**src/rtl/k10_uart_pkg.sv**
```systemverilog
// Shared constants for the UART TX feeder: downstream register map,
// STATUS bit positions, AXI response codes and the feeder FSM state type.
package k10_uart_pkg;

  localparam logic [31:0] UART_TXDATA_OFS   = 32'h0000_0000;
  localparam logic [31:0] UART_STATUS_OFS   = 32'h0000_0004;
  localparam logic [31:0] UART_IRQ_EN_OFS   = 32'h0000_0008;
  localparam logic [31:0] UART_BAUD_OFS     = 32'h0000_000C;
  localparam logic [31:0] UART_IRQ_PEND_OFS = 32'h0000_0010;

  localparam int STATUS_TX_READY_BIT = 0;

  localparam logic [1:0] AXI_RESP_OKAY = 2'b00;

  typedef enum logic [2:0] {
    ST_IDLE    = 3'd0,
    ST_RD_ADDR = 3'd1,
    ST_RD_DATA = 3'd2,
    ST_WR      = 3'd3,
    ST_WR_RESP = 3'd4
  } feeder_state_e;

  function automatic logic resp_is_err(input logic [1:0] resp);
    return resp != AXI_RESP_OKAY;
  endfunction

endpackage

```
**src/rtl/k10_sync_fifo.sv**
```systemverilog
// Single-clock FIFO with registered occupancy; push is ignored when full
// and pop is ignored when empty. DEPTH must be a power of two.
module k10_sync_fifo #(
  parameter int WIDTH = 8,
  parameter int DEPTH = 8
) (
  input  logic                     i_clk,
  input  logic                     i_rst,
  input  logic                     i_push,
  input  logic [WIDTH-1:0]         i_data,
  input  logic                     i_pop,
  output logic [WIDTH-1:0]         o_data,
  output logic                     o_full,
  output logic                     o_empty,
  output logic [$clog2(DEPTH):0]   o_level
);

  localparam int AW = (DEPTH > 1) ? $clog2(DEPTH) : 1;
  localparam int LW = $clog2(DEPTH) + 1;

  logic [WIDTH-1:0] mem_q [DEPTH];
  logic [AW-1:0]    wr_ptr_q, wr_ptr_d;
  logic [AW-1:0]    rd_ptr_q, rd_ptr_d;
  logic [LW-1:0]    level_q,  level_d;
  logic             do_push;
  logic             do_pop;

  assign o_full  = (level_q == LW'(DEPTH));
  assign o_empty = (level_q == '0);
  assign o_level = level_q;
  assign o_data  = mem_q[rd_ptr_q];

  assign do_push = i_push && !o_full;
  assign do_pop  = i_pop  && !o_empty;

  // NOTE: every output of a combinational block gets a default first, so no path leaves it unassigned and no latch is inferred.
  always_comb begin
    wr_ptr_d = wr_ptr_q;
    rd_ptr_d = rd_ptr_q;
    level_d  = level_q;
    // Power-of-two depth: pointer overflow is the modulo wrap.
    if (do_push) wr_ptr_d = wr_ptr_q + 1'b1;
    if (do_pop)  rd_ptr_d = rd_ptr_q + 1'b1;
    case ({do_push, do_pop})
      2'b10:   level_d = level_q + LW'(1);
      2'b01:   level_d = level_q - LW'(1);
      default: level_d = level_q;
    endcase
  end

  // NOTE: sequential state uses non-blocking assignments so every flop samples pre-edge values regardless of block order.
  always_ff @(posedge i_clk) begin
    if (i_rst) begin
      wr_ptr_q <= '0;
      rd_ptr_q <= '0;
      level_q  <= '0;
    end else begin
      wr_ptr_q <= wr_ptr_d;
      rd_ptr_q <= rd_ptr_d;
      level_q  <= level_d;
    end
  end

  // NOTE: storage is deliberately not reset; the pointers and level define which entries are meaningful.
  always_ff @(posedge i_clk) begin
    if (do_push) mem_q[wr_ptr_q] <= i_data;
  end

endmodule

```
**src/rtl/k10_uart_tx_feeder.sv**
```systemverilog
// Buffers producer bytes and forwards each one to an AXI4-Lite UART: poll
// STATUS until TX_READY, write TXDATA, wait for the write response, then pop.
module k10_uart_tx_feeder
  import k10_uart_pkg::*;
#(
  parameter int          FIFO_DEPTH = 8,
  parameter logic [31:0] UART_BASE  = 32'h1000_0000
) (
  input  logic                          i_clk,
  input  logic                          i_rst,
  input  logic [7:0]                    i_data,
  input  logic                          i_valid,
  output logic                          o_ready,
  output logic [$clog2(FIFO_DEPTH):0]   o_level,
  output logic                          o_busy,
  output logic                          o_err,

  output logic [31:0]                   m_axi_awaddr,
  output logic [2:0]                    m_axi_awprot,
  output logic                          m_axi_awvalid,
  input  logic                          m_axi_awready,

  output logic [31:0]                   m_axi_wdata,
  output logic [3:0]                    m_axi_wstrb,
  output logic                          m_axi_wvalid,
  input  logic                          m_axi_wready,

  input  logic [1:0]                    m_axi_bresp,
  input  logic                          m_axi_bvalid,
  output logic                          m_axi_bready,

  output logic [31:0]                   m_axi_araddr,
  output logic [2:0]                    m_axi_arprot,
  output logic                          m_axi_arvalid,
  input  logic                          m_axi_arready,

  input  logic [31:0]                   m_axi_rdata,
  input  logic [1:0]                    m_axi_rresp,
  input  logic                          m_axi_rvalid,
  output logic                          m_axi_rready
);

  feeder_state_e state_q, state_d;
  logic          aw_done_q, aw_done_d;
  logic          w_done_q,  w_done_d;
  logic          err_q,     err_d;
  logic          rdy_en_q,  rdy_en_d;

  logic          fifo_push;
  logic          fifo_pop;
  logic          fifo_full;
  logic          fifo_empty;
  logic [7:0]    fifo_head;
  logic          aw_fire;
  logic          w_fire;
  logic          rdata_unused;

  k10_sync_fifo #(
    .WIDTH (8),
    .DEPTH (FIFO_DEPTH)
  ) u_fifo (
    .i_clk   (i_clk),
    .i_rst   (i_rst),
    .i_push  (fifo_push),
    .i_data  (i_data),
    .i_pop   (fifo_pop),
    .o_data  (fifo_head),
    .o_full  (fifo_full),
    .o_empty (fifo_empty),
    .o_level (o_level)
  );

  // rdy_en_q keeps o_ready low through reset while staying purely registered.
  assign o_ready   = rdy_en_q && !fifo_full;
  assign fifo_push = i_valid && o_ready;
  assign o_busy    = (state_q != ST_IDLE) || !fifo_empty;
  assign o_err     = err_q;
  assign rdy_en_d  = 1'b1;

  assign m_axi_araddr  = UART_BASE + UART_STATUS_OFS;
  assign m_axi_arprot  = 3'b000;
  assign m_axi_arvalid = (state_q == ST_RD_ADDR);
  assign m_axi_rready  = (state_q == ST_RD_DATA);

  assign m_axi_awaddr  = UART_BASE + UART_TXDATA_OFS;
  assign m_axi_awprot  = 3'b000;
  assign m_axi_wdata   = {24'd0, fifo_head};
  assign m_axi_wstrb   = 4'b0001;
  assign m_axi_awvalid = (state_q == ST_WR) && !aw_done_q;
  assign m_axi_wvalid  = (state_q == ST_WR) && !w_done_q;
  assign m_axi_bready  = (state_q == ST_WR_RESP);

  assign aw_fire = m_axi_awvalid && m_axi_awready;
  assign w_fire  = m_axi_wvalid  && m_axi_wready;

  // Only TX_READY of STATUS matters to the feeder.
  assign rdata_unused = ^m_axi_rdata[31:1];

  always_comb begin
    state_d   = state_q;
    aw_done_d = aw_done_q;
    w_done_d  = w_done_q;
    err_d     = err_q;
    fifo_pop  = 1'b0;

    case (state_q)
      ST_IDLE: begin
        if (!fifo_empty) state_d = ST_RD_ADDR;
      end

      ST_RD_ADDR: begin
        if (m_axi_arready) state_d = ST_RD_DATA;
      end

      ST_RD_DATA: begin
        if (m_axi_rvalid) begin
          if (resp_is_err(m_axi_rresp)) err_d = 1'b1;
          state_d = m_axi_rdata[STATUS_TX_READY_BIT] ? ST_WR : ST_RD_ADDR;
        end
      end

      ST_WR: begin
        if (aw_fire) aw_done_d = 1'b1;
        if (w_fire)  w_done_d  = 1'b1;
        // The two channels complete independently; leave once both have.
        if ((aw_done_q || aw_fire) && (w_done_q || w_fire)) begin
          aw_done_d = 1'b0;
          w_done_d  = 1'b0;
          state_d   = ST_WR_RESP;
        end
      end

      ST_WR_RESP: begin
        if (m_axi_bvalid) begin
          if (resp_is_err(m_axi_bresp)) err_d = 1'b1;
          fifo_pop = 1'b1;
          state_d  = ST_IDLE;
        end
      end

      default: state_d = ST_IDLE;
    endcase
  end

  always_ff @(posedge i_clk) begin
    if (i_rst) begin
      state_q   <= ST_IDLE;
      aw_done_q <= 1'b0;
      w_done_q  <= 1'b0;
      err_q     <= 1'b0;
      rdy_en_q  <= 1'b0;
    end else begin
      state_q   <= state_d;
      aw_done_q <= aw_done_d;
      w_done_q  <= w_done_d;
      err_q     <= err_d;
      rdy_en_q  <= rdy_en_d;
    end
  end

endmodule

```
**config.mk**
```make
export PLATFORM = sky130hd
export DESIGN_NAME = k10_uart_tx_feeder
export DESIGN_NICKNAME = d
export VERILOG_FILES = /design/src/rtl/k10_uart_pkg.sv /design/src/rtl/k10_sync_fifo.sv /design/src/rtl/k10_uart_tx_feeder.sv
export SDC_FILE = /design/constraint.sdc
export NUM_CORES = 1
export LEC_CHECK = 0
export CAP_MARGIN = 30
export CORE_MARGIN = 5
export CORE_UTILIZATION = 44
export CTS_CLUSTER_DIAMETER = 60
export CTS_CLUSTER_SIZE = 14
export DETAILED_ROUTE_END_ITERATION = 8
export PLACE_DENSITY = 0.94
export SETUP_SLACK_MARGIN = 0.3
export SLEW_MARGIN = 30
export SYNTH_ARGS = -nofsm -noshare
export SYNTH_HDL_FRONTEND = slang
export SYNTH_SLANG_ARGS = --single-unit
```
**constraint.sdc**
```tcl
create_clock -name i_clk -period 3.1 [get_ports i_clk]
set_clock_uncertainty 0.05 [all_clocks]
set_input_delay 0.62 -clock i_clk [delete_from_list [all_inputs] [get_ports i_clk]]
set_output_delay 0.62 -clock i_clk [all_outputs]
set_load 0.01 [all_outputs]
```
-- After elaboration in Yosys (flattened, before gate mapping)
Memories as Yosys holds them, arrays and structs flattened. A register that Yosys moved wholly into a read port is not among the register bits.
Index checks and enable logic that the tools add are counted.
- register bits after elaboration: 17
- memory bits (writable): 64
- bits of input ports: 52
- memories kept: 1
- $add $sub $neg: 4
- equality and inequality tests: 14
- muxes and demuxes: 24
- reductions and logical operators: 29
- memories (memory ; depth ; bits a word ; read ports ; clocked after memory_dff ; wr ports ; RTL line ; RTL):
    u_fifo.mem_q ; 8 ; 8 ; 1 ; 1 ; 1 ; k10_sync_fifo.sv:21 ; logic [WIDTH-1:0] mem_q [DEPTH];
- operators by type and width (cell ; number):
    3-bit 2-to-1 mux ; 7
    3-bit one-hot mux with 5 select lines ; 1
    1-bit 2-to-1 mux ; 13
    2-bit nonzero test ; 6
    5-bit AND reduction ; 2
    1-bit logical AND ; 9
    2-bit by 1-bit != test with 1-bit output (second input constant) ; 4
    4-bit one-hot mux with 2 select lines ; 1
    3-bit by 1-bit adder with 3-bit output (second input constant) ; 2
    3-bit by 2-bit == test with 1-bit output (second input constant) ; 2
    2-bit != test (second input constant) ; 3
    4-bit by 1-bit adder with 4-bit output (second input constant) ; 1
    4-bit == test (second input constant) ; 1
    1-bit zero test ; 4
    4-bit zero test ; 1
    2-bit AND reduction ; 2
    4-bit by 1-bit subtractor with 4-bit output (second input constant) ; 1
    3-bit by 1-bit == test with 1-bit output (second input constant) ; 1
    3-bit == test (second input constant) ; 1
    3-bit zero test ; 1
    1-bit logical OR ; 3
    3-bit nonzero test ; 1
    2-bit by 1-bit == test with 1-bit output (second input constant) ; 1
    2-bit == test (second input constant) ; 1
    other kinds (2) ; 2

-- Longest topological paths before layout
- depth after elaboration: 7
- mapped depth: 11
- depth with buffers taken out: 10

-- By module
From an unflattened synthesis, not the netlist that was laid out.
- cell total of the unflattened synthesis: 316
- area total of the unflattened synthesis: 4282.9 sq um
- by module, submodules not included (module ; times used ; cells an instance ; area an instance (sq um) ; sequential area each (sq um)):
    k10_sync_fifo ; 1 ; 167 ; 3151.8 ; 2182.1
    k10_uart_tx_feeder ; 1 ; 149 ; 1131.1 ; 140.1

-- Worst setup path before layout
Ideal clock, no wire load.
- kind: register to register
- start point: register u_fifo.level_q[1], in the netlist u_fifo.o_level[1]
- end point: register u_fifo.level_q[2], in the netlist u_fifo.o_level[2]
- setup time: 0.071 ns
- data arrival time: 2.399 ns
- path slack: 0.580 ns
- stages on the path, launching flop included: 12
- path buffers: 1
- period minus slack after synthesis: 2.520 ns
- path through: dfxtp_1 -> buf_6 -> or4_4 -> nand3_1 -> inv_1 -> ha_1 -> xor2_1 -> ha_1 -> a21oi_1 -> xor2_1 -> or3_1 -> a21oi_1
- word-level cells in the longest chain between the ends: 7
- elaborated cells between the ends (all ways): 14
- ends and longest elaborated chain (element ; RTL line ; RTL):
    start, declared ; k10_sync_fifo.sv:24 ; logic [LW-1:0] level_q, level_d;
    start signal, assigned ; k10_sync_fifo.sv:60 ; level_q <= level_d;
    4-bit == test ; k10_sync_fifo.sv:28 ; assign o_full = (level_q == LW'(DEPTH));
    1-bit zero test ; k10_sync_fifo.sv:33, k10_uart_tx_feeder.sv:74 ;
    1-bit logical AND ; k10_uart_tx_feeder.sv:74 ; assign o_ready = rdy_en_q && !fifo_full;
    1-bit logical AND ; k10_uart_tx_feeder.sv:75 ; assign fifo_push = i_valid && o_ready;
    1-bit logical AND ; k10_sync_fifo.sv:33 ; assign do_push = i_push && !o_full;
    2-bit by 1-bit == test with 1-bit output / 2-bit == test (equally long branches) ; k10_sync_fifo.sv:44 ; case ({do_push, do_pop})
    4-bit one-hot mux with 2 select lines / 2-bit nonzero test (equally long branches) ; -- ;
Several ways; a longest one is shown, not always the timed one.
A chain may end at the register's enable or synchronous reset.

-- Final worst setup path
- start point: register u_fifo.level_q[0], in the netlist u_fifo.o_level[0]
- end point: register u_fifo.level_q[2], in the netlist u_fifo.o_level[2]
The elaborated chain is that of the path after synthesis.

==> flow_metrics.py <==
metrics = {
    "timing": {
        "fmax_ghz": 0.379,
        "setup_viol": 0,
        "tightest_slew_ns": 0.620,
        "whs_ns": 0.463,
        "hold_viol_final": 0,
        "period_minus_slack_ns": 2.64,
        "setup_tns_ns": 0,
        "max-slew-margin-rel_pct": 58.5,
        "grt_setup_unrepaired": "false",
        "slew_violations": 0,
        "fin_crit_sh_pct": 85.1,
    },
    "global_routing": {
        "grt_pass1_vias": 2110,
        "grt_pass1_wl_mm": 11.0,
        "antenna_found_initial": 0,
        "gr-total-overflow": 0,
        "grt_usage_pct": 12.6,
        "grt_max_degree": 19,
    },
    "yosys": {
        "synth-compound-area-share_pct": 3.11,
        "yosysTopAreaCellShare_pct": 46.0,
        "syn_inst": 313,
        "synth.area.top_cells": "edfxtp_1, buf_4, dfxtp_1",
        "synth-edff-count": 64,
        "synth-seq-cells": 84,
        "ys.flop_type": "edfxtp_1",
        "ys_seq_area_share_pct": 55.6,
        "synth_top_family_by_area": "buffers and inverters",
        "yosysWarnings": 0,
        "synthSimpleGateAreaFrac_pct": 7.51,
        "synth_top_area_cell": "edfxtp_1",
        "syn_area_um2": 4180,
        "synth_adder_area_share_pct": 1.50,
        "synthXorXnorAreaFrac_pct": 1.26,
        "synth_cell_types": 44,
        "synth_area_per_cell_um2": 13.4,
        "ys_async_sr_fraction_pct": 0,
        "synthMuxAreaShare_pct": 12.0,
    },
    "detailed_routing": {
        "wl_met2_mm": 4.03,
        "vias": 2180,
        "drc": 0,
        "routedWlPerCell_um": 14.8,
        "first_iter_violations": 83,
        "wl_met3_um": 434,
        "vias_per_cell": 4.37,
        "dr.pass1.iters": 5,
        "wirelength_mm": 7.39,
        "met1Wirelength_mm": 2.89,
        "drtAntennaViolNets": 0,
        "routed.top_layer": "met4",
    },
    "critical_path": {
        "worst_ep_arrival_time_ns": 2.85,
        "cp_max_fo": 7,
        "startpoint_type": "register",
        "path_delay_family": "simple AND/OR/NAND/NOR gates",
        "r2r-start": "u_fifo.o_level[0]",
        "r2r-end": "u_fifo.o_level[2]",
        "critPathCaptureType": "register",
        "cp_num_buf_inv": 1,
        "path_cells": "or4_4 > nand3_2 > inv_1 > ha_1 > xor2_1 > ha_1 > a21oi_1 > xor2_1 > or3_1 > a21oi_1",
        "rr_worst_depth": 10,
        "cpMaxStageDelayCell": "or4_4",
        "cp_data_required_time_ns": 3.31,
        "slowest_delay_ns": 0.60,
        "startpoint": "u_fifo.o_level[0]",
        "path_class": "reg2reg",
        "endpoint": "u_fifo.o_level[2]",
        "cp.depth": 10,
        "r2r_slack_ns": 0.46,
    },
    "clock_network": {
        "clk_path_buf_depth": 2,
        "cts_hold_buf": 0,
        "cts_made_buffers": 9,
        "cts_max_level": 3,
        "clock_latency_ns": 0.35,
        "post_cts_buffers": 0,
        "cts.sinks": 84,
        "cts_tree": "done",
        "cts-root-buf": "clkbuf_8",
        "clk_pin_slew_ns": 0.08,
    },
    "floorplan": {
        "core-area_um2": 9240,
        "chipHeight_um": 107,
        "pin_count": 170,
        "die_w_um": 107,
        "dieArea_um2": 11500,
        "start_util_pct": 45.2,
        "rows": 35,
    },
    "worst_hold_path": {
        "hp-class": "reg2reg",
    },
    "finish": {
        "multi_input_area_um2": 1440,
        "drive_above_1_share_pct": 16.8,
        "n_antenna_cell": 0,
        "seqCellArea_um2": 2330,
        "syn2layout_area_growth_pct": 12.1,
        "nets": 422,
        "fillCellCount": 778,
    },
    "placement": {
        "dp_hpwl_mm": 5.06,
        "gp_congestion": 0.836,
        "port_buffers": 40,
    },
    "power_and_ir_drop": {
        "vdd_drop_max_v": 0.000329,
        "p_per_area_nw_per_um2": 499,
        "cellLeakagePower_uw": 0.00185,
    },
    "run_status": {
        "status": "finished, final reports clean",
    },
    "flow_run": {
        "drv_cap": 0,
    },
}
## cells in the final DEF (no fill, tap or decap), types with 2 or more instances in the layout
cell and instances:
dfxtp_1 18, or2_2 2, ha_1 5, nand3b_1 2, inv_6 2, nor2_1 25
inv_1 3, xor2_1 6, dlymetal6s2s_1 8, buf_4 9, mux2_2 8, o22ai_1 2
or3_1 2, o21ai_0 4, nor3_1 3, conb_1 98, nand2_1 3, mux2_1 2
a21oi_1 8, nor3b_2 2, mux4_2 16, clkbuf_8 9, nand2b_1 3, nor2b_1 4
edfxtp_1 64, inv_8 3, mux2i_1 3, clkdlybuf4s50_1 31
## layout make-up
type                       count  area share (%)
clock buffer                   9            2.64
timing repair buffer          51            11.3
clock inverter                 7            1.90
inverter                       3           0.240
tap                          129            3.44
sequential                    84            49.7
multi-input combinational    216            30.8
## metrics by stage
| step | utilization, % | setup WS, ns | cells | instance area [um2] | total power (uW) |
|---|---|---|---|---|---|
| global route | 50.7 | 0.336 | 499 | 4690 | 2440 |
| detailed placement | 47.6 | 0.187 | 482 | 4400 | 1550 |
| CTS | 50.1 | 0.174 | 498 | 4630 | 2350 |
| finish | 50.7 | 0.463 | 499 | 4690 | 2340 |
| floorplan | - | 0.580 | 409 | 4540 | 1530 |
| global placement | 47.6 | 0.310 | 482 | 4400 | 1540 |
## worst min-delay path: cells and delay by family, from the launching register on
family           cells  cell delay (ns)
AND/OR/NAND/NOR      1             0.06
flip-flops           1             0.34
AO/OA/AOI/OAI        1             0.06
## synth_stat cells, drive strengths merged (4+ instances only)
| master | instances |
|---|---|
| xor2 | 6 |
| edfxtp | 64 |
| buf | 104 |
| nor2 | 25 |
| a21oi | 8 |
| mux2 | 10 |
| ha | 5 |
| mux4 | 16 |
| o21ai | 6 |
| dfxtp | 20 |
| nor2b | 4 |
## worst min path at each step
stage,start,end,slack (ns),depth (start not counted)
2_1_floorplan,u_fifo.wr_ptr_q[0],u_fifo.wr_ptr_q[0],0.41,2
3_3_place_gp,u_fifo.wr_ptr_q[0],u_fifo.wr_ptr_q[0],0.42,2
3_5_place_dp,u_fifo.wr_ptr_q[0],u_fifo.wr_ptr_q[0],0.45,2
4_1_cts,u_fifo.wr_ptr_q[0],u_fifo.wr_ptr_q[0],0.47,2
5_1_grt,u_fifo.wr_ptr_q[0],u_fifo.wr_ptr_q[0],0.49,2
6_report,u_fifo.wr_ptr_q[0],u_fifo.wr_ptr_q[0],0.46,2
## layer usage
layer	vias to the layer above	GRT usage, %
met2	75	21.9
met3	4	4.80
li1	1028	-
met4	0	3.34
met5	-	0
met1	1073	14.5
## report_power, final
part	internal, uW	switching [uW]	total, uW
sequential	1230	27.0	1260
clock	395	425	819
combinational	112	151	263
## repair_timing
action / in CTS / in global routing
pin swaps: 0 / 0
gates cloned: 0 / 1
resized for setup: 5 / 12
setup endpoints to repair: 9 / 9
## registers in the layout, indices dropped and copies added (netlist names), named ones only
| register | count |
|---|---|
| u_fifo.rd_ptr_q | 3 |
| u_fifo.mem_q | 64 |
| u_fifo.o_level | 4 |
| o_err | 1 |
| state_q | 3 |
| rdy_en_q | 1 |
| u_fifo.wr_ptr_q | 3 |
| w_done_q | 1 |
| aw_done_q | 1 |
## cell families after synthesis
kind of cell,after synthesis
buf+inv,109
flops,84
simple gates,57
mux,29
compound gates,21
xor+xnor,6
fa+ha+maj,5
other cells,2
(Power assumes the default switching activity.)
